===== config.mk =====
export PLATFORM = sky130hd
export DESIGN_NAME = div_iter
export DESIGN_NICKNAME = d
export VERILOG_FILES = /design/src/rtl/div_iter.sv
export SDC_FILE = /design/constraint.sdc
export NUM_CORES = 1
export LEC_CHECK = 0
export CORE_ASPECT_RATIO = 0.5
export CORE_MARGIN = 2
export CORE_UTILIZATION = 52
export DETAILED_ROUTE_END_ITERATION = 6
export PLACE_DENSITY = 0.79
export SYNTH_ARGS = -nofsm -noshare
export SYNTH_HDL_FRONTEND = slang
export SYNTH_SLANG_ARGS = --single-unit

===== constraint.sdc =====
create_clock -name clk -period 3.03 [get_ports clk]
set_clock_uncertainty 0.15 [all_clocks]
set_input_delay 0.303 -clock clk [delete_from_list [all_inputs] [get_ports clk]]
set_output_delay 0.303 -clock clk [all_outputs]
set_load 0.01 [all_outputs]

===== src/rtl/div_iter.sv =====
// div_iter: iterative 32-bit radix-2 restoring divider for the HI/LO path.
// DIV (signed) and DIVU (unsigned). result = {HI = remainder, LO = quotient}.
// A nonzero-divisor operation runs 32 ON cycles and then one END cycle,
// where ready pulses. A zero divisor goes through DIVZERO and then END,
// and produces result 0. annul aborts any operation in flight.
// Optional feature: define DIV_EARLY_OUT_EN to finish in a single ON cycle
// when |dividend| < |divisor|.
module div_iter (
  input  logic        clk,
  input  logic        resetn,
  input  logic        start,
  input  logic        signed_div,
  input  logic [31:0] opdata1,
  input  logic [31:0] opdata2,
  input  logic        annul,
  output logic        busy,
  output logic        ready,
  output logic [63:0] result
);

  typedef enum logic [1:0] {
    S_IDLE    = 2'd0,
    S_DIVZERO = 2'd1,
    S_ON      = 2'd2,
    S_END     = 2'd3
  } state_t;

  state_t      r_state;
  state_t      w_next;

  // Partial remainder: [63:32] = remainder, [31:0] = dividend/quotient.
  // The 65th bit only exists transiently in w_shift. The remainder is always
  // smaller than the divisor, so the top bit is 0 after every step.
  logic [63:0] r_prem;
  logic [31:0] r_divisor;   // |divisor|
  logic [4:0]  r_cnt;
  logic        r_neg_q;     // operand signs differ (signed mode)
  logic        r_neg_r;     // dividend negative (signed mode)
  logic [63:0] r_result;

  logic        w_accept;
  logic        w_zero;
  logic [31:0] w_abs1;
  logic [31:0] w_abs2;
  logic [64:0] w_shift;
  logic [32:0] w_diff;
  logic [63:0] w_step;
  logic [31:0] w_q_raw;
  logic [31:0] w_r_raw;
  logic [63:0] w_final;

`ifdef DIV_EARLY_OUT_EN
  logic        r_early;
  logic        w_early;
`endif

  assign w_accept = (r_state == S_IDLE) && start && !annul;
  assign w_zero   = (opdata2 == 32'h0);

  // The magnitude of 0x80000000 is 0x80000000, which is correct as an unsigned value.
  assign w_abs1 = (signed_div && opdata1[31]) ? (~opdata1 + 32'd1) : opdata1;
  assign w_abs2 = (signed_div && opdata2[31]) ? (~opdata2 + 32'd1) : opdata2;

  // One restoring step: shift, trial-subtract from the upper 33 bits, and keep the difference if it is non-negative.
  assign w_shift = {r_prem, 1'b0};
  assign w_diff  = w_shift[64:32] - {1'b0, r_divisor};

`ifdef DIV_EARLY_OUT_EN
  assign w_early = !w_zero && (w_abs1 < w_abs2);
  // Bypass step: the dividend becomes the remainder and the quotient is forced to zero.
  assign w_step  = r_early ? {r_prem[31:0], 32'h0}
                 : (w_diff[32] ? w_shift[63:0] : {w_diff[31:0], w_shift[31:1], 1'b1});
`else
  assign w_step  = w_diff[32] ? w_shift[63:0] : {w_diff[31:0], w_shift[31:1], 1'b1};
`endif

  // Signed fixup: the quotient is negated on a sign mismatch, and the remainder takes the sign of the dividend.
  assign w_q_raw = r_prem[31:0];
  assign w_r_raw = r_prem[63:32];
  assign w_final = {(r_neg_r ? (~w_r_raw + 32'd1) : w_r_raw),
                    (r_neg_q ? (~w_q_raw + 32'd1) : w_q_raw)};

  // State register.
  // NOTE: all clocked state uses non-blocking assignments, so every register samples pre-edge values.
  always_ff @(posedge clk or negedge resetn) begin
    if (!resetn) r_state <= S_IDLE;
    else         r_state <= w_next;
  end

  // Next state and outputs. ready and result are gated by annul, so a
  // flushed END cycle neither pulses ready nor exposes a new result.
  // NOTE: every output gets a default first, so no path infers a latch.
  always_comb begin
    w_next = r_state;
    busy   = 1'b0;
    ready  = 1'b0;
    result = r_result;
    case (r_state)
      S_IDLE: begin
        if (w_accept) w_next = w_zero ? S_DIVZERO : S_ON;
      end
      S_DIVZERO: begin
        busy   = 1'b1;
        w_next = annul ? S_IDLE : S_END;
      end
      S_ON: begin
        busy = 1'b1;
        if (annul)                w_next = S_IDLE;
        else if (r_cnt == 5'd31)  w_next = S_END;
      end
      S_END: begin
        w_next = S_IDLE;
        if (!annul) begin
          ready  = 1'b1;
          result = w_final;
        end
      end
      default: w_next = S_IDLE;
    endcase
  end

  // Datapath: operand capture, iteration, flush, and holding the result.
  always_ff @(posedge clk or negedge resetn) begin
    if (!resetn) begin
      r_prem    <= 64'h0;
      r_divisor <= 32'h0;
      r_cnt     <= 5'd0;
      r_neg_q   <= 1'b0;
      r_neg_r   <= 1'b0;
      r_result  <= 64'h0;
`ifdef DIV_EARLY_OUT_EN
      r_early   <= 1'b0;
`endif
    end else if (annul && (r_state != S_IDLE)) begin
      r_prem    <= 64'h0;
      r_cnt     <= 5'd0;
`ifdef DIV_EARLY_OUT_EN
      r_early   <= 1'b0;
`endif
    end else begin
      case (r_state)
        S_IDLE: begin
          if (w_accept) begin
            r_prem    <= {32'h0, w_abs1};
            r_divisor <= w_abs2;
            r_neg_q   <= signed_div && (opdata1[31] ^ opdata2[31]);
            r_neg_r   <= signed_div && opdata1[31];
`ifdef DIV_EARLY_OUT_EN
            r_early   <= w_early;
            r_cnt     <= w_early ? 5'd31 : 5'd0;
`else
            r_cnt     <= 5'd0;
`endif
          end
        end
        S_DIVZERO: begin
          // A zero partial remainder makes the END fixup produce result 0.
          r_prem <= 64'h0;
          r_neg_q <= 1'b0;
          r_neg_r <= 1'b0;
        end
        S_ON: begin
          r_prem <= w_step;
          r_cnt  <= r_cnt + 5'd1;
        end
        S_END: begin
          r_result <= w_final;
        end
        default: ;
      endcase
    end
  end

endmodule


; ---- Word-level counts from Yosys, hierarchy flattened
; Cells that the tools add are included.
[classes]
add_sub_neg = 6
eq_ne = 7
mux = 26
n_bitwise = 6
reduce_logical = 20
[op_table]
columns = operator, count
row1 = 2-to-1 mux 64 bit, 5
row2 = one-hot mux 64 bit (3 select lines), 1
row3 = adder 32 x 1 -> 32 bit (second input constant), 4
row4 = 2-to-1 mux 32 bit, 4
row5 = NOT 32 bit, 4
row6 = subtractor 33 x 32 -> 33 bit, 1
row7 = logical NOT 32 bit, 1
row8 = 2-to-1 mux 2 bit, 5
row9 = 2-to-1 mux 5 bit, 2
row10 = one-hot mux 5 bit (2 select lines), 1
row11 = one-hot mux 2 bit (4 select lines), 1
row12 = AND reduction 2 bit, 4
row13 = logical AND 1 bit, 6
row14 = AND reduction 3 bit, 2
row15 = adder 5 x 1 -> 5 bit (second input constant), 1
row16 = == test 5 bit (second input constant), 1
row17 = 2-to-1 mux 1 bit, 5
row18 = == test 2 bit (second input constant), 2
row19 = one-hot mux 1 bit (2 select lines), 2
row20 = nonzero test 2 bit, 2
row21 = nonzero test 4 bit, 1
row22 = inequality test 3 x 2 -> 1 bit (second input constant), 1
row23 = inequality test 3 bit (second input constant), 1
row24 = nonzero test 3 bit, 1
row25 = 7 further kinds, 7
[word_totals]
regBits = 169
inputBits = 69
out_inout_bits = 66
elab_cells = 72

; ---- Longest topological paths before layout
[logic_depth]
word_depth = 6
mapped_depth = 14
ltp_nobuf = 12

; ---- Worst setup path after synthesis
; OpenSTA, ideal clock, no wires.
[synth_path]
kind = register to output
startpoint = reg r_prem[0]
endpoint = out result[24]
arrival_ps = 2912
required_ps = 2577
slack_ps = -335
stages_incl_launch_ff = 11
path_buffers = 0
cell_sequence = dfrtp_1 inv_1 ha_1 nand2_1 or3_1 or4_1 or2_1 or4_1 o41ai_1 xor2_1 o21ai_0
[synth_via]
elab_chain_len = 5
[synth_rtl]
columns = item, line
row1 = start: declaration, 34  ; logic [63:0] r_prem;
row2 = start signal: assignment, 144  ; r_prem <= {32'h0, w_abs1};
row3 = start signal: assignment, 163  ; r_prem <= w_step;
row4 = NOT 32 bit, 81  ; (r_neg_q ? (~w_q_raw + 32'd1) : w_q_raw)};
row5 = adder 32 x 1 -> 32 bit, 81
row6 = 2-to-1 mux 32 bit, 81
row7 = 2-to-1 mux 64 bit, 113  ; if (!annul) begin
row8 = 2-to-1 mux 64 bit, 98  ; case (r_state)
row9 = end: declaration, 18  ; output logic [63:0] result
; No other way between the ends.

; ---- Final worst setup path
[layout_path]
startpoint = reg r_prem[38]
endpoint = out result[62]
[layout_via]
elab_chain_len = 5
[layout_rtl]
columns = item, line
row1 = NOT 32 bit, 80  ; assign w_final = {(r_neg_r ? (~w_r_raw + 32'd1) : w_r_raw),
row2 = adder 32 x 1 -> 32 bit, 80
row3 = 2-to-1 mux 32 bit, 80
row4 = 2-to-1 mux 64 bit, 113
row5 = 2-to-1 mux 64 bit, 98
; No other way between the ends.

==> impl_metrics.ini <==
[global_route]
grt_overflow = 0
grt_max_degree = 129
track_usage_pct = 30.55
grt_pass1_wl_mm = 59.95
antenna_found_initial = 0
grt_pass1_vias = 12150

[yosys]
synthArstFlopShare_pct = 100.0
yosysUniqueCellTypes = 64
ys_seq_elements = 169
synth_warnings = 0
syn_area_um2 = 11940
synth-edff-count = 0
ys_seq_area_share_pct = 35.43
syn_area_per_cell_um2 = 7.931
synthCells = 1505
synth_ff_type = dfrtp_1
syn-num-nets = 1617

[cells_and_area]
final_core_util_pct = 74.44
final_common_cell = nand2_1
layout.cells.non_filler = 2107
final-seq-area_um2 = 4230
nFillCells = 1490
diodes = 0
layout_common_cells = nand2_1, buf_4, dfrtp_1
fin_nets = 1901
area_delta_synth_final_pct = 41.51
multi_input_area_um2 = 8494
drive_above_1_share_pct = 26.83

[clock_tree]
cts_tree = done
clk_path_buf_depth = 2
cts_sinks = 169
path_clk_slew_ps = 60
h-tree-depth = 4
insertion_delay_ps = 450
cts-root-buf = clkbuf_16
cts_buffers = 17

[worst_setup_path]
cp_top_family = simple AND/OR/NAND/NOR gates
cp_slowest_cell = or4_4
crit_buf_inv = 2
critPathMaxStageDelay_ps = 560
worstSetupPathType = register to primary output
crit_arrival_ps = 3540
cp-start-kind = register
crit_path_max_fanout = 4
required_ps = 2580
crit_path_frequent_cell = or3_4
crit_chain = or4_4 -> nor4_4 -> nand2b_2 -> or2_4 -> or3_4 -> or3_4 -> buf_6 -> o21ai_4 -> xor2_2 -> o21ai_2 -> buf_2
critPathCaptureType = primary output

[place]
portBuffers = 134
place_congestion = 0.9099
dp.cells = 2018
dp_hpwl_mm = 24.32

[timing]
drv_slew = 0
relSlewSlack_pct = 52.98
tightest_slew_ps = 705.2
period_minus_slack_ps = 3991
hold_viol = 0
postLayoutSetupSlackWorst_ps = -960.7
setup_violations = 89
rsz0062_at_grt = yes
clock.fmax_mhz = 250.6
finalCritPeriodShare_pct = 131.7
tns_ps = -27080

[die]
coreArea_um2 = 22690
die_w_um = 218.3
fp-row-count = 39
die-area_um2 = 24260
start_util_pct = 52.61
die_height_um = 111.1
pin_count = 135

[route]
vias = 12650
wl_mm = 40.06
dr.pass1.iters = 5
drtIter0Drc = 1184
ant_nets = 0
viasPerCell = 6.002
route.detailed.drc = 0
wl_per_cell_um = 19.01

[run_status]
status = finished, violations left
violations = setup timing

[power_and_ir_drop]
p_per_area_nw_per_um2 = 874.6
ir_worst_vdd_mv = 0.6185
p_leak_nw = 7.709

[min_path]
worstHoldPathType = input port to asynchronous set/reset pin

[job]
cap_violations = 0
-- registers in the layout, summed over array words and instances (netlist names) --
signal,flops
r_prem,64
r_result,64
r_cnt,5
r_state,2
r_neg_q,1
r_neg_r,1
r_divisor,32
-- area by class of cell --
class | count | area share, %
clock inverters | 7 | 0.4000
inverters | 63 | 1.400
flip-flops and latches | 169 | 25.04
well taps | 307 | 2.274
clock buffers | 23 | 2.948
multi-input cells | 1188 | 50.29
repair buffers | 350 | 17.64
-- report_power, final --
part | internal [mW] | switching [mW]
clock network | 1.23 | 0.959
logic | 3.79 | 5.22
registers | 3.00 | 0.562
-- cell usage after synthesis (3+ instances only) --
| library cell | number | area share [%] |
|---|---|---|
| a2111oi_0 | 4 | 0.29 |
| a21o_1 | 7 | 0.44 |
| a21oi_1 | 88 | 3.7 |
| a22o_1 | 3 | 0.22 |
| a31oi_1 | 12 | 0.63 |
| a32oi_1 | 8 | 0.59 |
| and2_1 | 5 | 0.26 |
| and3_1 | 8 | 0.42 |
| buf_1 | 7 | 0.22 |
| buf_2 | 4 | 0.17 |
| clkbuf_1 | 74 | 2.3 |
| dfrtp_1 | 169 | 35 |
| ha_1 | 42 | 4.4 |
| inv_1 | 63 | 2.0 |
| mux2i_1 | 28 | 2.3 |
| nand2_1 | 286 | 9.0 |
| nand2b_1 | 13 | 0.68 |
| nand3_1 | 15 | 0.63 |
| nor2_1 | 73 | 2.3 |
| nor3_1 | 19 | 0.80 |
| nor4_1 | 10 | 0.52 |
| o211ai_1 | 5 | 0.31 |
| o21a_1 | 7 | 0.44 |
| o21ai_0 | 249 | 10 |
| o21ai_1 | 6 | 0.25 |
| o31ai_1 | 60 | 3.8 |
| o41ai_1 | 11 | 0.81 |
| or2_1 | 3 | 0.16 |
| or2_2 | 5 | 0.26 |
| or3_1 | 13 | 0.68 |
| or3_4 | 3 | 0.28 |
| or4_1 | 17 | 1.1 |
| xnor2_1 | 59 | 4.3 |
| xor2_1 | 87 | 6.4 |
-- worst paths after layout --
path | startpoint | cells past startpoint | slack, ps | end
max in group asynchronous | resetn | 3 | 1670 | r_result[53]
min reg2reg | r_result[20] | 2 | 330 | r_result[20]
max reg2reg | r_prem[38] | 13 | -260 | r_result[53]
max | r_prem[38] | 11 | -960 | result[62]
min | resetn | 2 | 320 | r_divisor[2]
min in group clk | r_result[20] | 2 | 330 | r_result[20]
-- through the flow --
| step | hold slack (ps) | total power, mW | area (um^2) | setup slack (ps) |
|---|---|---|---|---|
| floorplan | -142.6 | 8.021 | 12040 | -208.6 |
| global placement | 207.2 | 10.43 | 14730 | -658.8 |
| detailed placement | 221.3 | 10.73 | 14730 | -789.6 |
| CTS | 331.9 | 13.77 | 16220 | -890.6 |
| global route | 358.2 | 15.69 | 16890 | -1053 |
| finish | 320.2 | 14.77 | 16890 | -960.7 |
-- per-layer routing --
| layer | share of wire (%) | track usage, % |
|---|---|---|
| met1 | 41 | 39.75 |
| met2 | 48 | 50.54 |
| met3 | 7.2 | 5.075 |
| met4 | 4.1 | 12.79 |
| met5 | 0 | 0 |
-- worst reg2reg max path: stages (launching register included) --
cell and delay [ps]:
dfrtp_1 390, or4_4 560, nor4_4 210, nand2_1 120, or2_1 250, or3_4 350
buf_4 150, buf_6 110, buf_6 120, o41ai_4 210, xor2_1 240, buf_4 150
buf_4 100, o21ai_2 60
-- timing repair --
item                                    in CTS  in global routing
buffers inserted                            46                 34
hold buffers                                 1                  0
pin swaps                                   77                 88
endpoints found under the setup margin     100                100
endpoints found under the hold margin       71                  0
gates cloned                                 2                  1
resized for setup                          367                144
-- kinds of logic (layout without fill, tap and decap cells) --
group	count (synthesis)	count (layout)	synth area share (%)
flip-flops	169	169	35.43
AO/OA/AOI/OAI	483	483	23.84
multiplexers	29	29	2.442
XOR/XNOR	146	146	10.71
adder cells (fa/ha/maj)	43	43	4.570
buffers and inverters	148	443	4.696
AND/OR/NAND/NOR	487	487	18.31
No activity file was read; power rests on OpenSTA's default activity.
